File: src/rtl/rl_mod_exp_if.sv
// Start/operand/result bundle between the exponent-length stage and rl_mod_exp.
interface rl_mod_exp_if #(
    parameter int W  = 64,
    parameter int LW = 8
);
    logic          md_start;
    logic [W-1:0]  msg_in;
    logic [W-1:0]  exp_in;
    logic [W-1:0]  mod_in;
    logic [LW-1:0] len_in;
    logic [W-1:0]  res_out;
    logic          busy;
    logic          md_end;

    modport master (output md_start, msg_in, exp_in, mod_in, len_in,
                    input  res_out, busy, md_end);
    modport slave  (input  md_start, msg_in, exp_in, mod_in, len_in,
                    output res_out, busy, md_end);
endinterface

File: src/rtl/rl_mod_exp.sv
// Right-to-left binary modular exponentiation, msg^exp mod N, built around one
// serial interleaved modular multiplier shared by the reduce, multiply and square steps.
module rl_mod_exp #(
    parameter int W  = 64,
    parameter int LW = 8
) (
    input  logic        clk,
    input  logic        rstn,
    rl_mod_exp_if.slave bus
);
    localparam int            IW       = $clog2(W);
    localparam logic [IW-1:0] CNT_TOP  = IW'(W - 1);
    localparam logic [LW-1:0] LEN_NONE = '1;

    typedef enum logic [2:0] {S_IDLE, S_LOAD, S_RED, S_MUL, S_SQR, S_DONE} state_t;

    state_t        r_state;
    logic [W-1:0]  r_msg, r_exp, r_mod, r_R, r_B, r_res;
    logic [LW-1:0] r_len, r_i;
    logic [W+1:0]  r_P;
    logic [IW-1:0] r_cnt;
    logic          r_busy, r_end;

    logic [W-1:0]  w_opa, w_opb;
    logic          w_abit, w_last, w_ebit_cur, w_ebit_nxt;
    logic [W+1:0]  w_modx, w_p2, w_p3, w_p4;
    logic [LW-1:0] w_i_inc;

    // Operand A is scanned MSB first; B is the multiplicand added on set bits.
    always_comb begin
        w_opa = r_B;
        w_opb = r_B;
        if (r_state == S_RED) begin
            w_opa = r_msg;
            w_opb = W'(1);
        end else if (r_state == S_MUL) begin
            w_opa = r_R;
        end
        w_abit     = w_opa[r_cnt];
        w_last     = (r_cnt == '0);
        w_modx     = {2'b00, r_mod};
        w_p2       = (r_P << 1) + (w_abit ? {2'b00, w_opb} : {(W+2){1'b0}});
        w_p3       = (w_p2 >= w_modx) ? (w_p2 - w_modx) : w_p2;
        w_p4       = (w_p3 >= w_modx) ? (w_p3 - w_modx) : w_p3;
        w_i_inc    = r_i + LW'(1);
        w_ebit_cur = r_exp[r_i[IW-1:0]];
        w_ebit_nxt = r_exp[w_i_inc[IW-1:0]];
    end

    always_ff @(posedge clk or negedge rstn) begin
        if (!rstn) begin
            r_state <= S_IDLE;
            r_msg   <= '0;
            r_exp   <= '0;
            r_mod   <= '0;
            r_len   <= '0;
            r_R     <= '0;
            r_B     <= '0;
            r_res   <= '0;
            r_i     <= '0;
            r_P     <= '0;
            r_cnt   <= '0;
            r_busy  <= 1'b0;
            r_end   <= 1'b0;
        end else begin
            r_end <= 1'b0;
            case (r_state)
                S_IDLE: begin
                    if (bus.md_start) begin
                        r_msg   <= bus.msg_in;
                        r_exp   <= bus.exp_in;
                        r_mod   <= bus.mod_in;
                        r_len   <= bus.len_in;
                        r_busy  <= 1'b1;
                        r_state <= S_LOAD;
                    end
                end
                S_LOAD: begin
                    r_R   <= W'(1);
                    r_i   <= '0;
                    r_P   <= '0;
                    r_cnt <= CNT_TOP;
                    if (r_mod < W'(2)) begin
                        r_res   <= '0;
                        r_end   <= 1'b1;
                        r_state <= S_DONE;
                    end else if (r_len == LEN_NONE) begin
                        r_res   <= W'(1);
                        r_end   <= 1'b1;
                        r_state <= S_DONE;
                    end else begin
                        r_state <= S_RED;
                    end
                end
                S_RED, S_MUL, S_SQR: begin
                    if (!w_last) begin
                        r_P   <= w_p4;
                        r_cnt <= r_cnt - IW'(1);
                    end else begin
                        // Next multiply starts on the very next cycle from a clean accumulator.
                        r_P   <= '0;
                        r_cnt <= CNT_TOP;
                        if (r_state == S_RED) begin
                            r_B <= w_p4[W-1:0];
                            if (w_ebit_cur) begin
                                r_state <= S_MUL;
                            end else if (r_len != '0) begin
                                r_state <= S_SQR;
                            end else begin
                                r_res   <= r_R;
                                r_end   <= 1'b1;
                                r_state <= S_DONE;
                            end
                        end else if (r_state == S_MUL) begin
                            r_R <= w_p4[W-1:0];
                            if (r_i < r_len) begin
                                r_state <= S_SQR;
                            end else begin
                                r_res   <= w_p4[W-1:0];
                                r_end   <= 1'b1;
                                r_state <= S_DONE;
                            end
                        end else begin
                            r_B <= w_p4[W-1:0];
                            r_i <= w_i_inc;
                            if (w_ebit_nxt) begin
                                r_state <= S_MUL;
                            end else if (w_i_inc < r_len) begin
                                r_state <= S_SQR;
                            end else begin
                                r_res   <= r_R;
                                r_end   <= 1'b1;
                                r_state <= S_DONE;
                            end
                        end
                    end
                end
                S_DONE: begin
                    r_busy  <= 1'b0;
                    r_state <= S_IDLE;
                end
                default: r_state <= S_IDLE;
            endcase
        end
    end

    assign bus.res_out = r_res;
    assign bus.busy    = r_busy;
    assign bus.md_end  = r_end;

endmodule
File: src/flat_wrapper.sv
// flat-port wrapper written by rule: the top's interface ports become plain ports
module rl_mod_exp_flat 
#(
    parameter int W  = 64,
    parameter int LW = 8
)
  (clk, rstn, bus_md_start, bus_msg_in, bus_exp_in, bus_mod_in, bus_len_in, bus_res_out, bus_busy, bus_md_end);
  rl_mod_exp_if #(.W(W), .LW(LW)) bus_i ();
  input  logic clk;
  input  logic rstn;
  input wire logic [$bits(bus_i.md_start)-1:0] bus_md_start;
  input wire logic [$bits(bus_i.msg_in)-1:0] bus_msg_in;
  input wire logic [$bits(bus_i.exp_in)-1:0] bus_exp_in;
  input wire logic [$bits(bus_i.mod_in)-1:0] bus_mod_in;
  input wire logic [$bits(bus_i.len_in)-1:0] bus_len_in;
  output wire logic [$bits(bus_i.res_out)-1:0] bus_res_out;
  output wire logic [$bits(bus_i.busy)-1:0] bus_busy;
  output wire logic [$bits(bus_i.md_end)-1:0] bus_md_end;
  assign bus_i.md_start = bus_md_start;
  assign bus_i.msg_in = bus_msg_in;
  assign bus_i.exp_in = bus_exp_in;
  assign bus_i.mod_in = bus_mod_in;
  assign bus_i.len_in = bus_len_in;
  assign bus_res_out = bus_i.res_out;
  assign bus_busy = bus_i.busy;
  assign bus_md_end = bus_i.md_end;
  rl_mod_exp #(.W(W), .LW(LW)) u_core (.clk(clk), .rstn(rstn), .bus(bus_i));
endmodule
File: config.mk
export PLATFORM = sky130hd
export DESIGN_NAME = rl_mod_exp_flat
export DESIGN_NICKNAME = d
export VERILOG_FILES = /design/src/rtl/rl_mod_exp_if.sv /design/src/rtl/rl_mod_exp.sv /design/src/flat_wrapper.sv
export SDC_FILE = /design/constraint.sdc
export NUM_CORES = 2
export LEC_CHECK = 0
export ABC_AREA = 1
export CORE_MARGIN = 5
export CORE_UTILIZATION = 25
export CTS_BUF_LIST = sky130_fd_sc_hd__clkbuf_4 sky130_fd_sc_hd__clkbuf_8
export DETAILED_ROUTE_END_ITERATION = 8
export GPL_TIMING_DRIVEN = 0
export HOLD_SLACK_MARGIN = 0.02
export SLEW_MARGIN = 20
export SYNTH_ARGS = -nofsm -noshare
export SYNTH_HDL_FRONTEND = slang
export SYNTH_SLANG_ARGS = --single-unit
File: constraint.sdc
create_clock -name clk -period 9.38 [get_ports clk]
set_clock_uncertainty 0.1 [all_clocks]
set_input_delay 1.876 -clock clk [delete_from_list [all_inputs] [get_ports clk]]
set_output_delay 1.876 -clock clk [all_outputs]
set_load 0.01 [all_outputs]
# == Yosys cells after proc, flatten, opt, wreduce, memory -nomap -nowiden ==
# Index checks and enable logic that the tools add are counted.
# word_totals
reg_bits,476
in_bits,203
out_inout_bits,66
wordCells,119
# classes
addsub,5
order_cmp,8
n_eq_ne,18
n_mux,62
reduce_logical,13
# op_table
op,count
$mux W64,19
$pmux W64 S2,2
$ge A66 B64 Y1,2
$mux W65,2
$pmux W65 S2,1
$add A66 B64 Y66,1
$mux W66,1
$sub A66 B64 Y66,1
$sub A65 B64 Y65,1
$lt A64 B2 Y1 const B,1
$mux W3,8
$mux W8,3
$lt A6 B7 Y1 const B,3
$bmux W1 S6,3
$mux W1,17
$lt A8 B8 Y1,2
$pmux W8 S2,1
$pmux W6 S2,1
$pmux W3 S3,1
$add A8 B1 Y8 const B,1
$eq A8 B8 Y1 const B,1
$reduce_and A4 Y1,2
$reduce_and A8 Y1,1
$reduce_bool A8 Y1,1
19 further kinds,30

# == Logic depth before layout (Yosys ltp) ==
# logic_depth
ltp_word,16
mapped_depth,69
depth_no_buf,66

# == Worst setup path before layout ==
# Ideal clock, no wire load.
# synth_timing
path_type,register to register
from,register u_core.r_state[1]
to,register u_core.r_P[10]
setup_ps,118
t_arrival_ps,8178
required_ps,9162
path_slack_ps,984
stages_incl_launch_ff,62
n_path_buf,7
period_less_slack_ps,8396
cell_sequence,dfrtp_1 inv_1 nor2_2 nand2_1 buf_2 buf_1 o22ai_1 o21ai_0 nand3_1 a21oi_1 nand2_1 nor2_1 nor2_1 nand2_1 inv_2 buf_2 nor2_1 ha_1 [... 26 more ...] nand2_1 ha_1 fa_1 nand3b_1 nand2_1 a21oi_1 o21ai_1 inv_1 o21ai_1 nand4_1 nand2_1 a21oi_1 nand4_2 buf_2 buf_2 nand2_1 nand3_1 nand2_1
# synth_between
elab_chain_len,13
word_cells_on_any_way,21
classes_between,add/sub: 3; order compare: 2; eq/ne: 4; mux: 10; reduce/logical: 2
# synth_rtl
item,line_no,text
start: declaration,rl_mod_exp.sv:17,state_t r_state;
start signal: assignment,rl_mod_exp.sv:52,r_state <= S_IDLE;
start signal: assignment,rl_mod_exp.sv:75,r_state <= S_LOAD;
start signal: assignment,rl_mod_exp.sv:86,r_state <= S_DONE;
$eq A3 B2 Y1,"rl_mod_exp.sv:36, rl_mod_exp.sv:67",
$mux W64,rl_mod_exp.sv:36,end else if (r_state == S_MUL) begin
$mux W64,rl_mod_exp.sv:33,if (r_state == S_RED) begin
$bmux W1 S6,rl_mod_exp.sv:39,w_abit = w_opa[r_cnt];
$mux W1 (implied by the code),rl_mod_exp.sv:39,
$mux W64,rl_mod_exp.sv:42,"w_p2 = (r_P << 1) + (w_abit ? {2'b00, w_opb} : {(W+2){1'b0}});"
$add A66 B64 Y66,rl_mod_exp.sv:42,
$sub A66 B64 Y66 / $ge A66 B64 Y1 (equally long branches),rl_mod_exp.sv:43,w_p3 = (w_p2 >= w_modx) ? (w_p2 - w_modx) : w_p2;
$mux W66,rl_mod_exp.sv:43,
$sub A65 B64 Y65 / $ge A66 B64 Y1 (equally long branches),rl_mod_exp.sv:44,w_p4 = (w_p3 >= w_modx) ? (w_p3 - w_modx) : w_p3;
$mux W65,rl_mod_exp.sv:44,
$mux W65,rl_mod_exp.sv:96,if (!w_last) begin
$pmux W65 S2,rl_mod_exp.sv:67,case (r_state)
end signal: assignment,rl_mod_exp.sv:97,r_P <= w_p4;
end: declaration,rl_mod_exp.sv:20,logic [W+1:0] r_P;
# Several ways; a longest one is shown, not always the timed one. The select of a mux whose other input is x is not followed.
# A chain may end at the register's enable or synchronous reset.

# == Final worst setup path ==
# layout_timing
from,register u_core.r_state[2]
to,register u_core.r_res[17] (netlist: u_core.bus.res_out[17])
# layout_between
elab_chain_len,16
word_cells_on_any_way,32
classes_between,add/sub: 3; order compare: 2; eq/ne: 11; mux: 13; reduce/logical: 3
# layout_rtl
item,line_no,text
$eq A3 B2 Y1,"rl_mod_exp.sv:36, rl_mod_exp.sv:67, rl_mod_exp.sv:114",
$mux W64,rl_mod_exp.sv:36,
$mux W64,rl_mod_exp.sv:33,
$bmux W1 S6,rl_mod_exp.sv:39,
$mux W1 (implied by the code),rl_mod_exp.sv:39,
$mux W64,rl_mod_exp.sv:42,
$add A66 B64 Y66,rl_mod_exp.sv:42,
$sub A66 B64 Y66 / $ge A66 B64 Y1 (equally long branches),rl_mod_exp.sv:43,
$mux W66,rl_mod_exp.sv:43,
$sub A65 B64 Y65 / $ge A66 B64 Y1 (equally long branches),rl_mod_exp.sv:44,
$mux W65,rl_mod_exp.sv:44,
$mux W64,rl_mod_exp.sv:116,if (r_i < r_len) begin
$mux W64,rl_mod_exp.sv:114,end else if (r_state == S_MUL) begin
$mux W64,rl_mod_exp.sv:103,if (r_state == S_RED) begin
$mux W64,rl_mod_exp.sv:96,
$pmux W64 S2,rl_mod_exp.sv:67,
end signal: assignment,rl_mod_exp.sv:110,r_res <= r_R;
end signal: assignment,rl_mod_exp.sv:119,r_res <= w_p4[W-1:0];
end signal: assignment,rl_mod_exp.sv:131,r_res <= r_R;
end: declaration,rl_mod_exp.sv:18,"logic [W-1:0] r_msg, r_exp, r_mod, r_R, r_B, r_res;"
# Several ways; a longest one is shown, not always the timed one. The select of a mux whose other input is x is not followed.

==> reports/summary.txt <==
Hold Startpoint = u_core.bus.res_out[59]
PortBufs = 268
Async set-or-reset flop fraction in the synthesized netlist = 100%
Met2 Usage GRT = 38.7%
Post-synth EDFFs = 0
Failing checks = setup timing
Vias in the first global route = 42000
Met3 Use GR = 4.01%
Largest net degree at the start of global routing = 92
Synth top area share = 31.6%
Gr usage total = 24.4%
Synth unique cells = 55
CTS max path bufs = 3
Root buffer cell = clkbuf_8
Most used flip-flop cell after synthesis = dfrtp_1
Pre-CTS WS = -4.71 ns
Gpl congestion = 1.02
Mapped Area = 37800 um2
Worst Hold Depth = 2
Slew Limit Fails = 0
DRT Pass-1 Iters = 6
Worst setup SP type = flip-flop
HPWL Detailed = 165000 um
Synth Instances = 5823
Post-synthesis sequential area ratio = 31.6%
Clk Latency, worst-skew pair = 0.83 ns
RSZ-0062 raised after global routing = true
Height of the die = 399 um
Core box area = 150000 um2
Cts hold-fix bufs = 0
Final setup viols = 201
Worst slew pin tran = 1.12 ns
Outcome = finished with violations
CP Max Fanout = 8
Final-report hold violation count = 0
WP data arrival = 10.19 ns
Initial DRC Count = 4467
Sink Count = 476
Starting density of the core = 25.2%
Worst min path class = reg2reg
Grt peak-use layer = met2
Clock tree from TritonCTS = done
CTS Buf Count = 89
Rows = 142
Initial antenna violation count = 3
Fmax = 0.104 GHz
Post-synth top area cell = dfrtp_1
Post-DR vias/cell = 5.13
Total die area = 159000 um2
YS warnings = 0
Setup WS post-layout = -0.238 ns
H-tree depth = 3
Worst path slowest cell = dfrtp_1
CP bufs+invs = 20
Syn Nets = 6236
Maxcap violations = 0
Met1 GRT Util = 32.6%
WL/cell = 24.1 um
GRT Residual Overflow = 0
Post-route minimum period = 9.62 ns
Worst EP required = 9.95 ns
RR Startpoint = u_core.r_state[2]
Commonest cells in the netlist = nand2_1 (1763), inv_1 (692), nor2_1 (543), dfrtp_1 (476), o21ai_0 (443)
Most frequent cell after synthesis = nand2_1
Die width = 399 um
Hold-critical path endpoint = u_core.bus.res_out[59]
Crit-path leading delay family = simple AND/OR/NAND/NOR gates
Post-DRT Antenna Nets = 0
Post-synthesis register bit count = 476
Worst slew margin = 25.0%
R2R setup slack = -0.24 ns
CP peak stage delay = 0.39 ns
Crit Path Class = reg2reg
Crit share post-route = 103%
I/O Pins = 269
Reg2reg end = u_core.bus.res_out[17]
Final WL = 204000 um
DRC = 0
Largest cells by area after synthesis = dfrtp_1 (32%), nand2_1 (18%), inv_1 (6.9%)
Fin nets = 6788
Worst reg-to-reg path cell count = 63
DR vias = 43400
Mean post-synth cell area = 6.48 um2
Area Overhead vs Synth = 39.0%
CTS clock-pin slew for the worst setup and hold paths = 0.06 ns
Global-route wire length before repair = 283000 um
Share of cells above drive strength 1 = 19.4%
Crit path capture type = flip-flop
[logic make-up (layout without fill, tap and decap cells)]
kind of cell / Yosys count / in the layout / share of synthesized area [%]
compound gates: 1167 / 1167 / 17.0
buf+inv: 916 / 1527 / 9.34
fa+ha+maj: 210 / 210 / 7.02
xor+xnor: 166 / 166 / 3.85
flops: 476 / 476 / 31.6
simple gates: 2888 / 2888 / 31.3
other cells: 0 / 5 / 0
[state kept, by name, summed over array words and instances (netlist names)]
name	flops
u_core.r_P	65
u_core.bus.res_out	64
u_core.r_B	64
u_core.r_R	64
u_core.r_exp	64
u_core.r_mod	64
u_core.r_msg	64
u_core.r_i	8
u_core.r_len	8
u_core.r_cnt	6
u_core.r_state	3
u_core.bus.busy	1
u_core.bus.md_end	1
[metal layers]
| layer | share of wire (%) | vias to the layer above |
|---|---|---|
| li1 | - | 20100 |
| met4 | 5.2 | 0 |
| met5 | 0 | - |
| met1 | 43 | 20900 |
| met3 | 7.7 | 415 |
| met2 | 44 | 2034 |
[cells in the final DEF (no fill, tap or decap), types with 51 or more instances in the layout]
cell,count
ha_1,99
clkdlybuf4s50_1,267
clkbuf_8,118
o21ai_0,357
a21oi_1,328
nor2_1,470
nand2_1,1558
clkbuf_1,109
nand3_1,310
a21oi_2,80
a31oi_1,67
nand3_2,51
inv_1,650
buf_4,147
dfrtp_1,473
xnor2_1,59
nor2_2,58
ha_4,81
nand2_2,160
o21ai_1,56
[repair_timing]
item	4_1_cts	5_1_grt
pin swaps	122	156
setup buffers	118	55
gates cloned	12	6
gates resized for setup	846	476
setup endpoints to repair	257	257
hold endpoints to repair	0	0
[layout make-up]
| class | count | area [um2] |
|---|---|---|
| diodes | 5 | 12.5 |
| plain buffers | 207 | 1580 |
| clock buffers | 127 | 1630 |
| clock inverters | 23 | 265 |
| fillers | 16200 | 97500 |
| inverters | 705 | 2690 |
| multi-input cells | 4431 | 27100 |
| flip-flops and latches | 476 | 11900 |
| well taps | 2016 | 2520 |
| repair buffers | 463 | 4800 |
| repair inverters | 2 | 20.0 |
[through the flow]
step	util (%)	cell area (um2)	instances	setup TNS, ns	hold slack (ns)
finish	35.0	52500	8455	-17.56	0.374
global route	35.0	52500	8451	-58.73	0.391
CTS	33.2	49800	8392	-0.186	0.381
detailed placement	28.8	43200	8114	-1115.65	0.367
global placement	28.6	43000	8107	-8730.92	0.361
floorplan	-	37800	5823	0	0.337
[worst reg2reg max path: cells and delay by family (launching register included)]
| kind | cells | cell delay, ns |
|---|---|---|
| and+or+nand+nor | 29 | 3.69 |
| buffers and inverters | 20 | 2.84 |
| AOI/OAI and AO/OA | 10 | 1.43 |
| adders and majority gates | 3 | 0.81 |
| DFF | 1 | 0.39 |
| xor gates and xnor gates | 1 | 0.26 |
[worst max path at each step]
stage | startpoint | depth (start not counted) | to | slack, ns
after global placement | rstn | 1 | u_core.r_mod[46] | -16.08
after CTS | u_core.r_state[2] | 62 | u_core.r_R[19] | -0.03
after detailed placement | u_core.r_state[1] | 57 | u_core.bus.res_out[44] | -4.71
final | u_core.r_state[2] | 63 | u_core.bus.res_out[17] | -0.24
after global routing | u_core.r_state[2] | 59 | u_core.bus.res_out[9] | -0.37
after floorplan | u_core.r_state[1] | 61 | u_core.r_P[10] | 0.98
Power is left out: the tool's default activity adds up to more than one toggle a clock period on the data nets, which glitch-free logic cannot reach.
